===== config.mk =====
export PLATFORM = sky130hd
export DESIGN_NAME = vga_rx
export DESIGN_NICKNAME = d
export VERILOG_FILES = /design/src/rtl/vga_pkg.sv /design/src/rtl/vga_rx_sync_tracker.sv /design/src/rtl/vga_rx.sv
export SDC_FILE = /design/constraint.sdc
export NUM_CORES = 1
export LEC_CHECK = 0
export CORE_ASPECT_RATIO = 1.5
export CORE_UTILIZATION = 26
export DETAILED_ROUTE_END_ITERATION = 12
export PLACE_DENSITY_LB_ADDON = 0.2
export SYNTH_ARGS = -nofsm -noshare
export SYNTH_HDL_FRONTEND = slang
export SYNTH_SLANG_ARGS = --single-unit

===== constraint.sdc =====
create_clock -name clk -period 9.3 [get_ports clk]
set_input_delay 1.86 -clock clk [delete_from_list [all_inputs] [get_ports clk]]
set_output_delay 1.86 -clock clk [all_outputs]
set_load 0.03 [all_outputs]

===== src/rtl/vga_pkg.sv =====
// Shared types for the VGA capture path: colour codes, their 12-bit RGB values
// and the receiver lock-state encoding.
package vga_pkg;

  localparam int RGB_W = 12;

  typedef enum logic [1:0] {
    BLACK = 2'd0,
    WHITE = 2'd1,
    BLUE  = 2'd2,
    GREEN = 2'd3
  } color_e;

  localparam logic [RGB_W-1:0] RGB_BLACK = 12'h000;
  localparam logic [RGB_W-1:0] RGB_WHITE = 12'hFFF;
  localparam logic [RGB_W-1:0] RGB_BLUE  = 12'hF00;
  localparam logic [RGB_W-1:0] RGB_GREEN = 12'h0F0;

  typedef enum logic [1:0] {
    SEARCH  = 2'd0,
    MEASURE = 2'd1,
    LOCKED  = 2'd2
  } rx_state_e;

  typedef struct packed {
    logic   unknown;
    color_e color;
  } color_dec_t;

  function automatic color_dec_t decode_color(input logic [RGB_W-1:0] rgb);
    color_dec_t dec;
    dec.unknown = 1'b0;
    dec.color   = BLACK;
    case (rgb)
      RGB_BLACK: dec.color = BLACK;
      RGB_WHITE: dec.color = WHITE;
      RGB_BLUE:  dec.color = BLUE;
      RGB_GREEN: dec.color = GREEN;
      default: begin
        dec.unknown = 1'b1;
        dec.color   = BLACK;
      end
    endcase
    return dec;
  endfunction

endpackage


===== src/rtl/vga_rx_sync_tracker.sv =====
// Input capture stage of vga_rx: registers sync/RGB, tracks the beam position
// (hcnt/vcnt of the pixel currently in rgb_q) and flags timing violations.
module vga_rx_sync_tracker
  import vga_pkg::*;
#(
  parameter int HSYNC_BITS = 11,
  parameter int VSYNC_BITS = 11,
  parameter int HMAX       = 1687,
  parameter int HR         = 112,
  parameter int VMAX       = 1065,
  parameter int VR         = 3
) (
  input  logic                  clk,
  input  logic                  arstn,
  input  logic                  hs,
  input  logic                  vs,
  input  logic [RGB_W-1:0]      rgb,
  output logic [RGB_W-1:0]      rgb_q,
  output logic                  frame_start,
  output logic [HSYNC_BITS-1:0] hcnt,
  output logic [VSYNC_BITS-1:0] vcnt,
  output logic                  violation
);

  localparam logic [HSYNC_BITS-1:0] HMAX_C = HSYNC_BITS'(HMAX);
  localparam logic [HSYNC_BITS-1:0] HR_C   = HSYNC_BITS'(HR);
  localparam logic [HSYNC_BITS-1:0] H_SAT  = {HSYNC_BITS{1'b1}};
  localparam logic [VSYNC_BITS-1:0] VMAX_C = VSYNC_BITS'(VMAX);
  localparam logic [VSYNC_BITS-1:0] VR_C   = VSYNC_BITS'(VR);
  localparam logic [VSYNC_BITS-1:0] V_SAT  = {VSYNC_BITS{1'b1}};

  logic                  hs_q_r, hs_d_r, vs_q_r, vs_d_r;
  logic [RGB_W-1:0]      rgb_q_r;
  logic [HSYNC_BITS-1:0] hcnt_r, hcnt_s;
  logic [VSYNC_BITS-1:0] vcnt_r, vcnt_s;
  logic                  hs_rise_s, hs_fall_s, vs_rise_s, vs_fall_s, frame_start_s;
  logic                  violation_s;

  assign hs_rise_s     = hs_q_r & ~hs_d_r;
  assign hs_fall_s     = ~hs_q_r & hs_d_r;
  assign vs_rise_s     = vs_q_r & ~vs_d_r;
  assign vs_fall_s     = ~vs_q_r & vs_d_r;
  assign frame_start_s = vs_rise_s & hs_rise_s;

  // Capture registers, edge-detect delay taps and the position counters.
  always_ff @(posedge clk or negedge arstn) begin
    if (!arstn) begin
      hs_q_r  <= 1'b0;
      hs_d_r  <= 1'b0;
      vs_q_r  <= 1'b0;
      vs_d_r  <= 1'b0;
      rgb_q_r <= {RGB_W{1'b0}};
      hcnt_r  <= {HSYNC_BITS{1'b0}};
      vcnt_r  <= {VSYNC_BITS{1'b0}};
    end else begin
      hs_q_r  <= hs;
      hs_d_r  <= hs_q_r;
      vs_q_r  <= vs;
      vs_d_r  <= vs_q_r;
      rgb_q_r <= rgb;
      hcnt_r  <= hcnt_s;
      vcnt_r  <= vcnt_s;
    end
  end

  // Position of the pixel now in rgb_q; hcnt_r/vcnt_r hold the previous one.
  always_comb begin
    hcnt_s = hcnt_r;
    vcnt_s = vcnt_r;
    if (hs_rise_s) begin
      hcnt_s = {HSYNC_BITS{1'b0}};
    end else if (hcnt_r != H_SAT) begin
      hcnt_s = hcnt_r + HSYNC_BITS'(1);
    end else begin
      hcnt_s = hcnt_r;
    end
    if (frame_start_s) begin
      vcnt_s = {VSYNC_BITS{1'b0}};
    end else if (hs_rise_s && (vcnt_r != V_SAT)) begin
      vcnt_s = vcnt_r + VSYNC_BITS'(1);
    end else begin
      vcnt_s = vcnt_r;
    end
  end

  // Timing checks against the configured mode; saturation flags once on arrival.
  always_comb begin
    violation_s = 1'b0;
    if ((hs_rise_s && (hcnt_r != HMAX_C)) ||
        (hs_fall_s && (hcnt_s != HR_C)) ||
        (frame_start_s && (vcnt_r != VMAX_C)) ||
        (vs_fall_s != (hs_rise_s && (vcnt_s == VR_C))) ||
        (vs_rise_s && !hs_rise_s) ||
        ((hcnt_s == H_SAT) && (hcnt_r != H_SAT)) ||
        ((vcnt_s == V_SAT) && (vcnt_r != V_SAT))) begin
      violation_s = 1'b1;
    end else begin
      violation_s = 1'b0;
    end
  end

  assign rgb_q       = rgb_q_r;
  assign frame_start = frame_start_s;
  assign hcnt        = hcnt_s;
  assign vcnt        = vcnt_s;
  assign violation   = violation_s;

endmodule


===== src/rtl/vga_rx.sv =====
// VGA capture front end: locks onto verified sync timing, then emits one
// (x, y, colour) beat per active-area pixel two cycles after it was sampled.
module vga_rx
  import vga_pkg::*;
#(
  parameter int HSYNC_BITS = 11,
  parameter int VSYNC_BITS = 11,
  parameter int HD = 1280,
  parameter int HF = 48,
  parameter int HR = 112,
  parameter int HB = 248,
  parameter int VD = 1024,
  parameter int VF = 1,
  parameter int VR = 3,
  parameter int VB = 38,
  parameter int H_OFFSET = 0
) (
  input  logic                  clk,
  input  logic                  arstn,
  input  logic                  vga_hs_i,
  input  logic                  vga_vs_i,
  input  logic [11:0]           rgb_i,
  output logic                  locked_o,
  output logic                  px_valid_o,
  output logic [HSYNC_BITS-1:0] px_x_o,
  output logic [VSYNC_BITS-1:0] px_y_o,
  output logic [1:0]            px_color_o,
  output logic                  px_unknown_o,
  output logic                  frame_start_o,
  output logic                  sync_err_o,
  output logic [7:0]            err_cnt_o
);

  localparam int HMAX = HD + HF + HR + HB - 1;
  localparam int VMAX = VD + VF + VR + VB - 1;
  localparam logic [HSYNC_BITS-1:0] X_LO = HSYNC_BITS'(HR + HB + H_OFFSET);
  localparam logic [HSYNC_BITS-1:0] X_HI = HSYNC_BITS'(HR + HB + H_OFFSET + HD);
  localparam logic [VSYNC_BITS-1:0] Y_LO = VSYNC_BITS'(VR + VB);
  localparam logic [VSYNC_BITS-1:0] Y_HI = VSYNC_BITS'(VR + VB + VD);

  logic [RGB_W-1:0]      rgb_q_s;
  logic                  frame_start_s, violation_s;
  logic [HSYNC_BITS-1:0] hcnt_s;
  logic [VSYNC_BITS-1:0] vcnt_s;
  logic                  active_s, counted_s, lock_next_s;
  color_dec_t            dec_s;

  rx_state_e             state_r;
  logic                  locked_r, px_valid_r, px_unknown_r, frame_start_r, sync_err_r;
  logic [HSYNC_BITS-1:0] px_x_r;
  logic [VSYNC_BITS-1:0] px_y_r;
  color_e                px_color_r;
  logic [7:0]            err_cnt_r;

  vga_rx_sync_tracker #(
    .HSYNC_BITS (HSYNC_BITS),
    .VSYNC_BITS (VSYNC_BITS),
    .HMAX       (HMAX),
    .HR         (HR),
    .VMAX       (VMAX),
    .VR         (VR)
  ) u_tracker (
    .clk         (clk),
    .arstn       (arstn),
    .hs          (vga_hs_i),
    .vs          (vga_vs_i),
    .rgb         (rgb_i),
    .rgb_q       (rgb_q_s),
    .frame_start (frame_start_s),
    .hcnt        (hcnt_s),
    .vcnt        (vcnt_s),
    .violation   (violation_s)
  );

  assign dec_s     = decode_color(rgb_q_s);
  assign active_s  = (hcnt_s >= X_LO) && (hcnt_s < X_HI) && (vcnt_s >= Y_LO) && (vcnt_s < Y_HI);
  assign counted_s = violation_s && (state_r != SEARCH);

  // Whether the FSM is LOCKED after this edge; a violation always wins.
  always_comb begin
    lock_next_s = 1'b0;
    case (state_r)
      SEARCH:  lock_next_s = 1'b0;
      MEASURE: lock_next_s = frame_start_s && !violation_s;
      LOCKED:  lock_next_s = !violation_s;
      default: lock_next_s = 1'b0;
    endcase
  end

  // Lock FSM plus all registered outputs.
  always_ff @(posedge clk or negedge arstn) begin
    if (!arstn) begin
      state_r       <= SEARCH;
      locked_r      <= 1'b0;
      px_valid_r    <= 1'b0;
      px_unknown_r  <= 1'b0;
      px_x_r        <= {HSYNC_BITS{1'b0}};
      px_y_r        <= {VSYNC_BITS{1'b0}};
      px_color_r    <= BLACK;
      frame_start_r <= 1'b0;
      sync_err_r    <= 1'b0;
      err_cnt_r     <= 8'd0;
    end else begin
      case (state_r)
        SEARCH: begin
          if (frame_start_s) state_r <= MEASURE;
        end
        MEASURE: begin
          if (violation_s)        state_r <= SEARCH;
          else if (frame_start_s) state_r <= LOCKED;
        end
        LOCKED: begin
          if (violation_s) state_r <= SEARCH;
        end
        default: state_r <= SEARCH;
      endcase
      locked_r      <= lock_next_s;
      frame_start_r <= frame_start_s;
      sync_err_r    <= counted_s;
      if (counted_s && (err_cnt_r != 8'hFF)) err_cnt_r <= err_cnt_r + 8'd1;
      px_valid_r    <= active_s && lock_next_s;
      px_unknown_r  <= active_s && lock_next_s && dec_s.unknown;
      if (active_s) begin
        px_x_r     <= hcnt_s - X_LO;
        px_y_r     <= vcnt_s - Y_LO;
        px_color_r <= dec_s.color;
      end
    end
  end

  assign locked_o      = locked_r;
  assign px_valid_o    = px_valid_r;
  assign px_x_o        = px_x_r;
  assign px_y_o        = px_y_r;
  assign px_color_o    = px_color_r;
  assign px_unknown_o  = px_unknown_r;
  assign frame_start_o = frame_start_r;
  assign sync_err_o    = sync_err_r;
  assign err_cnt_o     = err_cnt_r;

endmodule


==> summary.md <==
| Metric | Value |
|---|---|
| Status | finished clean |
| Endpoints failing setup | 0 |
| Worst slack at placement | 5.04 ns |
| CTS clk-pin slew, worst paths | 0.07 ns |
| Routability cong. | 0.877 |
| Max Cap Violations | 0 |
| Combinational share of power | 0.246 |
| Final #Nets | 485 |
| Max Slew Vio Count | 0 |
| CTS tree | done |
| Fraction of layout cells with a size suffix above 1 | 0.117 |
| HPWL Detailed | 8.27 mm |
| Num CTS Buffers | 9 |
| Switching share of power | 0.341 |
| Post-CTS setup buffers | 0 |
| Later-pin clock latency in the skew report | 0.34 ns |
| Worst Path Required | 9.53 ns |
| Post-Syn Area | 4210 sq um |
| Area fraction of the dominant cell type after synthesis | 0.458 |
| Final worst slack | 5.03 ns |
| Grt ovf | 0 |
| Worst hold stages | 0 |
| Core Footprint | 15800 sq um |
| Post-DP Area | 4880 sq um |
| Clock power frac | 0.351 |
| Sequential share of the synthesized area | 0.458 |
| Hold_buf cts | 0 |
| Sequential fraction of design power | 0.403 |
| Remaining DRCs | 0 |
| I/O Pins | 53 |
| Synth-to-layout area growth | 23.1% |
| Worst Hold End | u_tracker.vs_d_r |
| Initial Utilization | 0.267 |
| NetSw | 0.354 mW |
| Main synth FF type | dfrtp_1 |
| Tot Pwr | 1.04 mW |
| Total Wirelength | 11.3 mm |
| HP Class | reg -> reg |
| Post-synth top area cell | dfrtp_1 |
| Worst setup EP type | register |
| Vias in the first global route | 3428 |
| Clk buf depth | 2 |
| RSZ-0062 raised after global routing | false |
| Ant. Diodes | 0 |
| Worst-margin pin slew | 0.996 ns |
| Avg WL per Cell | 16.9 um |
| Reg-to-Reg End | err_cnt_o[5] |
| Max Clk Rate | 234 MHz |
| Number of I/O port buffers | 52 |
| Netlist cell types | 65 |
| Synth warn | 0 |
| R2R depth | 15 |
| EDFF count, synth | 0 |
| Initial antenna violation count | 0 |
| CTS HTree Levels | 3 |
| Syn_nets | 443 |
| Min Tclk post-route | 4.27 ns |
| Worst R2R Setup Slack | 5.03 ns |
| Internal Pwr Total | 0.685 mW |
| Clock skew | 0.00649 ns |
| Cts repair resizes | 0 |
| Final worst-path cycle share | 0.459 |
| Fin. Hold Viols | 0 |
| Row count | 56 |
| Post-route ant nets | 0 |
| # clock sinks | 77 |
| Post-synthesis cell count | 415 |
| Die H | 158 um |
| First-pass detailed-route iteration total | 4 |
| Setup TNS | 0 ns |
| GRT Util Overall | 0.142 |
| Count leader, synth | dfrtp_1 |
| Die Footprint | 16700 sq um |
| Largest net degree at the start of global routing | 78 |
| Vias per cell | 5.14 |
| Crit Path Class | reg -> reg |
| Ranking of synthesized cells by area | dfrtp_1 46%, mux2_2 6.7%, ha_1 3.6% |
| FF-to-FF Start | u_tracker.vcnt_r[0] |
| Pwr dens | 200 nW/um^2 |
| FF+latch count, synth | 77 |
| First DRT Iteration DRCs | 116 |
| Post-synth top cells | 77 x dfrtp_1, 29 x nor2_1, 27 x nand2_1 |
| Worst Setup Start Kind | register |
| Fill cell count | 1616 |
| First-pass GRT wire length | 18.1 mm |
| Leakage | 2.25 nW |
| Asr flop ratio synth | 1.00 |
| Finished Cell Area | 5180 sq um |
| CP Max Fanout | 11 |
| Synth Area per Inst | 10.1 sq um |
| Footprint of the multi-input gates | 2110 sq um |
| CTS Root Cell | clkbuf_16 |
| Die width | 106 um |
| WP data arrival | 4.50 ns |
| Reg area | 1930 sq um |
| Via count | 3419 |
| Relative slew slack | 0.336 |
| Startpoint of the worst hold path | u_tracker.vs_q_r |
| Maximum VDD drop | 85.9 uV |
## flip-flops by register name, summed over array words and instances (netlist names), 2 cells and up
signal	count
u_tracker.rgb_q	12
px_x_o	11
px_y_o	11
u_tracker.hcnt_r	11
u_tracker.vcnt_r	11
err_cnt_o	8
px_color_o	2
state_r	2
## metrics by stage
stage	instances	util	hold WS, ns
after floorplan	415	-	0.396
after global routing	665	0.329	0.449
after global placement	649	0.310	0.412
after detailed placement	649	0.310	0.415
final	665	0.329	0.424
after CTS	665	0.329	0.429
## cells in the final DEF (no fill, tap or decap), types with 3 or more instances in the layout
master	synthesis	layout
dfrtp_1	77	77
clkdlybuf4s50_1	0	51
nor2_1	29	29
nand2_1	27	27
mux2_2	25	25
inv_1	17	17
nand3_1	15	15
nand4_1	14	14
o21ai_0	14	14
a21oi_1	14	14
xor2_1	12	12
ha_1	12	12
and3_1	10	10
clkbuf_16	0	9
a31oi_1	8	8
nor4_1	8	8
xnor2_1	7	7
a211oi_1	7	7
nand2b_1	6	6
nor3_1	6	6
a211o_1	5	5
inv_6	0	5
nor2b_1	4	4
and4_1	4	4
and2_1	4	4
mux2i_1	4	4
or4_1	4	4
nand4b_1	4	4
or3_1	4	4
or2_2	3	3
o211ai_1	3	3
a21o_1	3	3
o21a_1	3	3
## logic make-up (layout without fill, tap and decap cells)
| group | Yosys count | count (layout) | share of synthesized area |
|---|---|---|---|
| multiplexers | 29 | 29 | 0.0764 |
| flip-flops | 77 | 77 | 0.458 |
| XOR/XNOR | 20 | 20 | 0.0434 |
| AO/OA/AOI/OAI | 78 | 78 | 0.127 |
| adder cells (fa/ha/maj) | 12 | 12 | 0.0356 |
| buffers and inverters | 39 | 86 | 0.0413 |
| AND/OR/NAND/NOR | 160 | 160 | 0.219 |
## per-layer routing
metal  share of wire  routed length (um)  track usage
met1            0.39                4400        0.152
met5               0                   0            0
met3           0.031                 350       0.0247
met4           0.059                 670        0.101
met2            0.52                5850        0.251
## final cells by class
cell class / instances / area share
repair buffers: 53 / 0.101
clock inverters: 7 / 0.0152
multi-input cells: 299 / 0.407
inverters: 17 / 0.0123
well taps: 203 / 0.0490
flip-flops and latches: 77 / 0.372
clock buffers: 9 / 0.0434
## worst max-delay path: stages, from the launching register on
cell and delay, ns:
dfrtp_1 0.56, ha_1 0.31, nand4_1 0.16, nor3_2 0.26, nor2_1 0.13, xnor2_1 0.16, or2_2 0.31, inv_1 0.11
ha_1 0.19, nand3b_1 0.08, or4_1 0.40, o41ai_1 0.35, a211oi_1 0.09, and3_1 0.31, or4b_4 0.60, xnor2_2 0.14
## worst max path at each step
stage | start | end | slack [ns] | cells past startpoint
detailed placement | u_tracker.vcnt_r[0] | err_cnt_o[5] | 5.04 | 15
global placement | u_tracker.vcnt_r[0] | err_cnt_o[5] | 5.14 | 15
floorplan | u_tracker.vcnt_r[5] | err_cnt_o[5] | 5.79 | 15
CTS | u_tracker.vcnt_r[0] | err_cnt_o[5] | 5.01 | 15
global route | u_tracker.vcnt_r[0] | err_cnt_o[5] | 4.68 | 15
finish | u_tracker.vcnt_r[0] | err_cnt_o[5] | 5.03 | 15
## power by group through the flow
stage	combinational, mW	clock (mW)	sequential (mW)
global route	0.283	0.391	0.424
detailed placement	0.257	0	0.424
global placement	0.255	0	0.424
floorplan	0.168	0	0.421
finish	0.256	0.365	0.418
CTS	0.260	0.375	0.418
Note: power is estimated with default switching activity, not from simulation.
